[src/rtl/phase_unwrapper_pkg.sv]
`default_nettype none
// ============================================================================
//  Module      : phase_unwrapper_pkg
//  Description : Shared defaults, counter width and accumulator saturation
//                limit helpers for the phase unwrapper.
//  Revision    : 1.0 - initial release
// ============================================================================
package phase_unwrapper_pkg;

    localparam int PU_PHASE_WIDTH_DEFAULT      = 16;
    localparam int PU_AXIS_TDATA_WIDTH_DEFAULT = 32;
    localparam int WRAP_COUNT_WIDTH            = 16;

    // Largest two's complement value representable in 'width' bits (width <= 64).
    function automatic logic [63:0] sat_max(input int width);
        return (64'd1 << (width - 1)) - 64'd1;
    endfunction

    // Most negative two's complement value representable in 'width' bits.
    function automatic logic [63:0] sat_min(input int width);
        return ~sat_max(width);
    endfunction

endpackage : phase_unwrapper_pkg
`default_nettype wire

[src/rtl/pu_accumulator.sv]
`default_nettype none
// ============================================================================
//  Module      : pu_accumulator
//  Description : Second pipeline stage of the phase unwrapper. Holds the
//                unwrapped phase accumulator, reloads it on the first sample
//                after reset/clear and adds the shortest-path delta otherwise.
//                With PHASE_UNWRAPPER_SAT_EN defined the add clamps to the
//                signed rails; otherwise it wraps modulo 2^AXIS_TDATA_WIDTH.
//  Revision    : 1.0 - initial release
// ============================================================================
module pu_accumulator
    import phase_unwrapper_pkg::*;
#(
    parameter int AXIS_TDATA_WIDTH = PU_AXIS_TDATA_WIDTH_DEFAULT
) (
    input  logic                        clk,
    input  logic                        rst_n,
    input  logic                        i_clear,
    input  logic                        i_valid,
    input  logic                        i_first,
    input  logic [AXIS_TDATA_WIDTH-1:0] i_delta,
    output logic [AXIS_TDATA_WIDTH-1:0] o_acc,
    output logic                        o_valid
);

    logic [AXIS_TDATA_WIDTH-1:0] r_acc;
    logic                        r_valid;
    logic [AXIS_TDATA_WIDTH-1:0] w_sum;

`ifdef PHASE_UNWRAPPER_SAT_EN
    localparam logic [AXIS_TDATA_WIDTH-1:0] c_acc_max = AXIS_TDATA_WIDTH'(sat_max(AXIS_TDATA_WIDTH));
    localparam logic [AXIS_TDATA_WIDTH-1:0] c_acc_min = AXIS_TDATA_WIDTH'(sat_min(AXIS_TDATA_WIDTH));

    logic [AXIS_TDATA_WIDTH:0] w_sum_ext;
    assign w_sum_ext = {r_acc[AXIS_TDATA_WIDTH-1], r_acc}
                     + {i_delta[AXIS_TDATA_WIDTH-1], i_delta};

    // Signed overflow shows as disagreeing top two bits; clamp to the rail on the side of the true sign.
    always_comb begin
        w_sum = w_sum_ext[AXIS_TDATA_WIDTH-1:0];
        if (w_sum_ext[AXIS_TDATA_WIDTH] != w_sum_ext[AXIS_TDATA_WIDTH-1]) begin
            w_sum = w_sum_ext[AXIS_TDATA_WIDTH] ? c_acc_min : c_acc_max;
        end
    end
`else
    assign w_sum = r_acc + i_delta;
`endif

    // Accumulator and output valid: clear beats new data, first sample reloads.
    always_ff @(posedge clk or negedge rst_n) begin
        if (!rst_n) begin
            r_acc   <= '0;
            r_valid <= 1'b0;
        end else if (i_clear) begin
            r_acc   <= '0;
            r_valid <= 1'b0;
        end else begin
            r_valid <= i_valid;
            if (i_valid) begin
                r_acc <= i_first ? i_delta : w_sum;
            end
        end
    end

    assign o_acc   = r_acc;
    assign o_valid = r_valid;

endmodule : pu_accumulator
`default_nettype wire

[src/rtl/phase_unwrapper.sv]
`default_nettype none
// ============================================================================
//  Module      : phase_unwrapper
//  Description : Turns the wrapped arctan phase stream into a continuous
//                signed displacement. Stage 1 forms the shortest-path delta
//                against the last accepted sample and flags wrap events;
//                stage 2 (pu_accumulator) integrates it. Wrap events are
//                counted with saturation. Optional macro
//                PHASE_UNWRAPPER_SAT_EN makes the accumulator saturate.
//  Revision    : 1.0 - initial release
// ============================================================================
module phase_unwrapper
    import phase_unwrapper_pkg::*;
#(
    parameter int AXIS_TDATA_WIDTH = PU_AXIS_TDATA_WIDTH_DEFAULT,
    parameter int PHASE_WIDTH      = PU_PHASE_WIDTH_DEFAULT
) (
    input  logic                        SYS_aclk,
    input  logic                        SYS_aresetn,
    input  logic                        PU_clear,
    input  logic [AXIS_TDATA_WIDTH-1:0] S_AXIS_tdata,
    input  logic                        S_AXIS_tvalid,
    output logic [AXIS_TDATA_WIDTH-1:0] M_AXIS_tdata,
    output logic                        M_AXIS_tvalid,
    output logic [WRAP_COUNT_WIDTH-1:0] PU_wrap_count
);

    localparam logic [WRAP_COUNT_WIDTH-1:0] c_count_one = WRAP_COUNT_WIDTH'(1);

    logic [PHASE_WIDTH-1:0]      w_phase;
    logic [PHASE_WIDTH:0]        w_raw;
    logic                        w_wrap;
    logic [PHASE_WIDTH-1:0]      w_delta_src;
    logic [AXIS_TDATA_WIDTH-1:0] w_delta;

    logic                        r_first;
    logic [PHASE_WIDTH-1:0]      r_phase_prev;
    logic                        r_s1_valid;
    logic                        r_s1_first;
    logic                        r_s1_wrap;
    logic [AXIS_TDATA_WIDTH-1:0] r_s1_delta;
    logic [WRAP_COUNT_WIDTH-1:0] r_wrap_count;

    assign w_phase = S_AXIS_tdata[PHASE_WIDTH-1:0];

    // Bits above the phase field carry no information for this stage.
    if (AXIS_TDATA_WIDTH > PHASE_WIDTH) begin : g_unused_hi
        logic w_unused_hi;
        assign w_unused_hi = ^S_AXIS_tdata[AXIS_TDATA_WIDTH-1:PHASE_WIDTH];
    end

    // One extra bit keeps the true difference; a wrap is when it does not fit PHASE_WIDTH bits.
    assign w_raw       = {w_phase[PHASE_WIDTH-1], w_phase}
                       - {r_phase_prev[PHASE_WIDTH-1], r_phase_prev};
    assign w_wrap      = w_raw[PHASE_WIDTH] ^ w_raw[PHASE_WIDTH-1];
    assign w_delta_src = r_first ? w_phase : w_raw[PHASE_WIDTH-1:0];
    assign w_delta     = AXIS_TDATA_WIDTH'($signed(w_delta_src));

    // Stage 1: capture delta and flags, track the last accepted phase.
    always_ff @(posedge SYS_aclk or negedge SYS_aresetn) begin
        if (!SYS_aresetn) begin
            r_first      <= 1'b1;
            r_phase_prev <= '0;
            r_s1_valid   <= 1'b0;
            r_s1_first   <= 1'b0;
            r_s1_wrap    <= 1'b0;
            r_s1_delta   <= '0;
        end else if (PU_clear) begin
            r_first      <= 1'b1;
            r_phase_prev <= '0;
            r_s1_valid   <= 1'b0;
        end else begin
            r_s1_valid <= S_AXIS_tvalid;
            if (S_AXIS_tvalid) begin
                r_first      <= 1'b0;
                r_phase_prev <= w_phase;
                r_s1_first   <= r_first;
                r_s1_wrap    <= w_wrap & ~r_first;
                r_s1_delta   <= w_delta;
            end
        end
    end

    // Wrap counter advances alongside the stage-2 output it belongs to, sticking at all-ones.
    always_ff @(posedge SYS_aclk or negedge SYS_aresetn) begin
        if (!SYS_aresetn) begin
            r_wrap_count <= '0;
        end else if (PU_clear) begin
            r_wrap_count <= '0;
        end else if (r_s1_valid && r_s1_wrap && (r_wrap_count != '1)) begin
            r_wrap_count <= r_wrap_count + c_count_one;
        end
    end

    pu_accumulator #(
        .AXIS_TDATA_WIDTH (AXIS_TDATA_WIDTH)
    ) u_accumulator (
        .clk     (SYS_aclk),
        .rst_n   (SYS_aresetn),
        .i_clear (PU_clear),
        .i_valid (r_s1_valid),
        .i_first (r_s1_first),
        .i_delta (r_s1_delta),
        .o_acc   (M_AXIS_tdata),
        .o_valid (M_AXIS_tvalid)
    );

    assign PU_wrap_count = r_wrap_count;

endmodule : phase_unwrapper
`default_nettype wire

[config.mk]
export PLATFORM = sky130hd
export DESIGN_NAME = phase_unwrapper
export DESIGN_NICKNAME = d
export VERILOG_FILES = /design/src/rtl/phase_unwrapper_pkg.sv /design/src/rtl/pu_accumulator.sv /design/src/rtl/phase_unwrapper.sv
export SDC_FILE = /design/constraint.sdc
export NUM_CORES = 1
export LEC_CHECK = 0
export BUFFER_PORTS_ARGS = -buffer_cell sky130_fd_sc_hd__buf_2
export CORE_MARGIN = 2
export CORE_UTILIZATION = 53
export DETAILED_ROUTE_END_ITERATION = 8
export HOLD_SLACK_MARGIN = 0.03
export PLACE_DENSITY = 0.84
export SLEW_MARGIN = 20
export SYNTH_ARGS = -nofsm -noshare
export SYNTH_HDL_FRONTEND = slang
export SYNTH_SLANG_ARGS = --single-unit
[constraint.sdc]
create_clock -name SYS_aclk -period 2.5 [get_ports SYS_aclk]
set_clock_uncertainty 0.15 [all_clocks]
set_input_delay 0.125 -clock SYS_aclk [delete_from_list [all_inputs] [get_ports SYS_aclk]]
set_output_delay 0.125 -clock SYS_aclk [all_outputs]
set_load 0.02 [all_outputs]
==> run_results.csv <==
group,metric,value,unit
run_status,outcome,"finished with violations",
run_status,violations,"negative setup slack",
power_and_ir_drop,p_leak,4.08,nW
power_and_ir_drop,ir_drop,0.409,mV
clock_tree,worstSkewPairLatency,0.35,ns
power_and_ir_drop,fin_total_pwr,5.05,mW
yosys,synth_top_cell_by_area,"dfrtp_1",
global_route,grt_max_degree,40,
floorplanning,fp.dieW,111,um
yosys,avgSynthCellArea,8.60,um2
detailed_routing,viasPerCell,6.09,
timing,setup_viol,29,
global_route,grt_remaining_overflow,0,
floorplanning,die-area,12300,um2
placement,place_ws,-0.359,ns
global_route,grt_usage,28.5,%
yosys,ys_types,65,
global_route,grt_pass1_wl,28800,um
clock_tree,htreeDepth,3,
timing,fin_crit_sh,116,%
detailed_routing,vias,6268,
timing,final_hold_viol_count,0,
finish,stdcell_count,1030,
yosys,ys.flop_type,"dfrtp_1",
setup_path,critPathMaxFanout,4,
yosys,synth_top_cells_by_area,"dfrtp_1, ha_1, nand2_1",
floorplanning,floorplan.initialDensity,53.7,%
yosys,syn-num-nets,790,
setup_path,crit_path_end_kind,"flip-flop",
clock_tree,cts.clk_slew.worst_paths,0.07,ns
yosys,ys_warn_count,0,
job,cap_violations,0,
timing,setup_slack,-0.401,ns
clock_tree,cts_sinks,85,
setup_path,critPathLaunchType,"flip-flop",
clock_tree,cts_tree,"yes",
hold_path,hold_class,"input pin to flip-flop",
timing,slew_headroom,64.9,%
yosys,synth.most_common_cell,"nand2_1",
finish,n_antenna_cell,0,
detailed_routing,wl,19200,um
detailed_routing,drtIter0Drc,578,
yosys,synth_top_area_share,34.7,%
placement,place.gp.congestion,0.948,
clock_tree,cts_max_path_buffers,2,
power_and_ir_drop,power.density,606,nW/um2
finish,syn2layout_area_growth,37.6,%
floorplanning,rows,39,
floorplanning,ios,85,
setup_path,cp.arrival,2.98,ns
placement,hpwl,12200,um
detailed_routing,drcViolationCount,0,
setup_path,cp.required,2.58,ns
floorplanning,die_h,111,um
timing,fmax,0.345,GHz
yosys,synthCells,704,
hold_path,hold_path.startpoint,"S_AXIS_tdata[1]",
timing,min_period,2.90,ns
detailed_routing,firstDrtPassIters,8,
placement,place_inst,968,
clock_tree,cts-root-buf,"clkbuf_16",
yosys,ys_seq_area_share,35.2,%
floorplanning,core,11300,um2
timing,report.final.slew_viol_count,0,
timing,grt_setup_unrepaired,"true",
finish,fin_area,8330,um2
yosys,synth_common_cells,"nand2_1, dfrtp_1, nor2_1, a21oi_1",
placement,numPortBuffers,68,
global_route,antenna_found_initial,0,
detailed_routing,wl_per_cell,18.7,um
global_route,grt_pass1_vias,6080,
detailed_routing,final_antenna_net_count,0,
timing,worst_slew_pin_slew,0.525,ns
setup_path,worstSetupPathType,"flip-flop to flip-flop",
yosys,syn_area,6050,um2
setup_path,r2r_start,"r_s1_delta[0]",
finish,nets,968,
finish,drive_gt1_share,32.7,%
yosys,ys_ff_latch,85,
setup_path,startpoint,"r_s1_delta[0]",
yosys,synth_edf_count,0,
yosys,synthArstFlopShare,100,%
placement,dpl_cell_area,7260,um2
clock_tree,cts_buffers,9,
## placed cells by master (no fill, tap or decap), types with 7 or more instances in the layout
| master | n |
|---|---|
| ha_1 | 29 |
| o21ai_0 | 19 |
| clkbuf_16 | 10 |
| dfrtp_1 | 76 |
| o21ai_1 | 28 |
| ha_4 | 18 |
| xnor2_1 | 27 |
| o211ai_1 | 9 |
| a21oi_1 | 41 |
| mux2i_1 | 26 |
| buf_4 | 102 |
| nor2_1 | 77 |
| and3_1 | 9 |
| nand2_1 | 86 |
| inv_1 | 29 |
| buf_2 | 67 |
| dlygate4sd3_1 | 18 |
| xor2_1 | 16 |
| a21o_1 | 19 |
| a21oi_2 | 15 |
| nand3_1 | 17 |
| dfrtp_2 | 7 |
## area by class of cell
| type | instances | area [um2] |
|---|---|---|
| well taps | 143 | 179 |
| clock inverters | 4 | 32.5 |
| fillers | 715 | 2940 |
| repair buffers | 196 | 1410 |
| clock buffers | 12 | 256 |
| inverters | 32 | 120 |
| flip-flops and latches | 85 | 2140 |
| multi-input cells | 558 | 4190 |
## registers in the layout (all words and copies together) (netlist names)
name / flops
r_s1_delta: 16
r_s1_first: 1
r_s1_wrap: 1
r_s1_valid: 1
r_first: 1
PU_wrap_count: 16
u_accumulator.o_acc: 32
u_accumulator.o_valid: 1
r_phase_prev: 16
## through the flow
stage / hold WS (ns) / utilization [%] / TNS, ns
2_1_floorplan: -0.321 / - / -0.860
3_3_place_gp: -0.0252 / 64.4 / -2.73
3_5_place_dp: -0.0230 / 64.4 / -4.13
4_1_cts: 0.0847 / 70.7 / -2.45
5_1_grt: 0.129 / 73.9 / -8.62
6_report: 0.0836 / 73.9 / -5.49
## power breakdown
group | switching (mW) | total [mW] | internal (mW)
clock network | 0.588 | 1.32 | 0.734
registers | 0.127 | 1.62 | 1.50
logic | 1.12 | 2.10 | 0.987
total | 1.83 | 5.05 | 3.22
## kinds of logic after synthesis
family	after synthesis	synth area share, %
AO/OA/AOI/OAI	192	20.9
flip-flops	85	35.2
multiplexers	27	4.49
XOR/XNOR	49	7.09
buffers and inverters	61	3.78
AND/OR/NAND/NOR	240	18.0
adder cells (fa/ha/maj)	50	10.6
## timing repair
| item | in CTS | in global routing |
|---|---|---|
| gates cloned | 0 | 1 |
| pin swaps | 48 | 47 |
| hold endpoints to repair | 66 | 0 |
| setup buffers | 14 | 16 |
| hold buffers | 18 | 0 |
| resized for setup | 43 | 59 |
| endpoints found under the setup margin | 30 | 40 |
## layer usage
| layer | track usage (%) | part of all wire (%) |
|---|---|---|
| met1 | 34.7 | 39 |
| met2 | 50.1 | 49 |
| met3 | 4.32 | 7.1 |
| met4 | 12.3 | 5.2 |
| met5 | 0 | 0 |
## final timing paths
path | endpoint | slack [ns] | cells after the start
max in group asynchronous | r_phase_prev[7] | 1.37 | 3
min in group asynchronous | PU_wrap_count[5] | 0.12 | 2
max reg2reg | u_accumulator.o_acc[26] | -0.40 | 11
max | u_accumulator.o_acc[26] | -0.40 | 11
min | r_s1_delta[1] | 0.08 | 3
min reg2reg | r_s1_wrap | 0.34 | 2
## worst max-delay path, cell delays in order (launching register included)
cell and delay [ns]:
dfrtp_1 0.43, ha_4 0.19, fa_2 0.38, a211oi_2 0.27, o21bai_2 0.12, a211oi_2 0.23
o21a_2 0.21, o31a_4 0.20, o211ai_1 0.11, xor2_1 0.19, o21ai_1 0.20, nand2_1 0.09
Note: power is estimated with default switching activity, not from simulation.
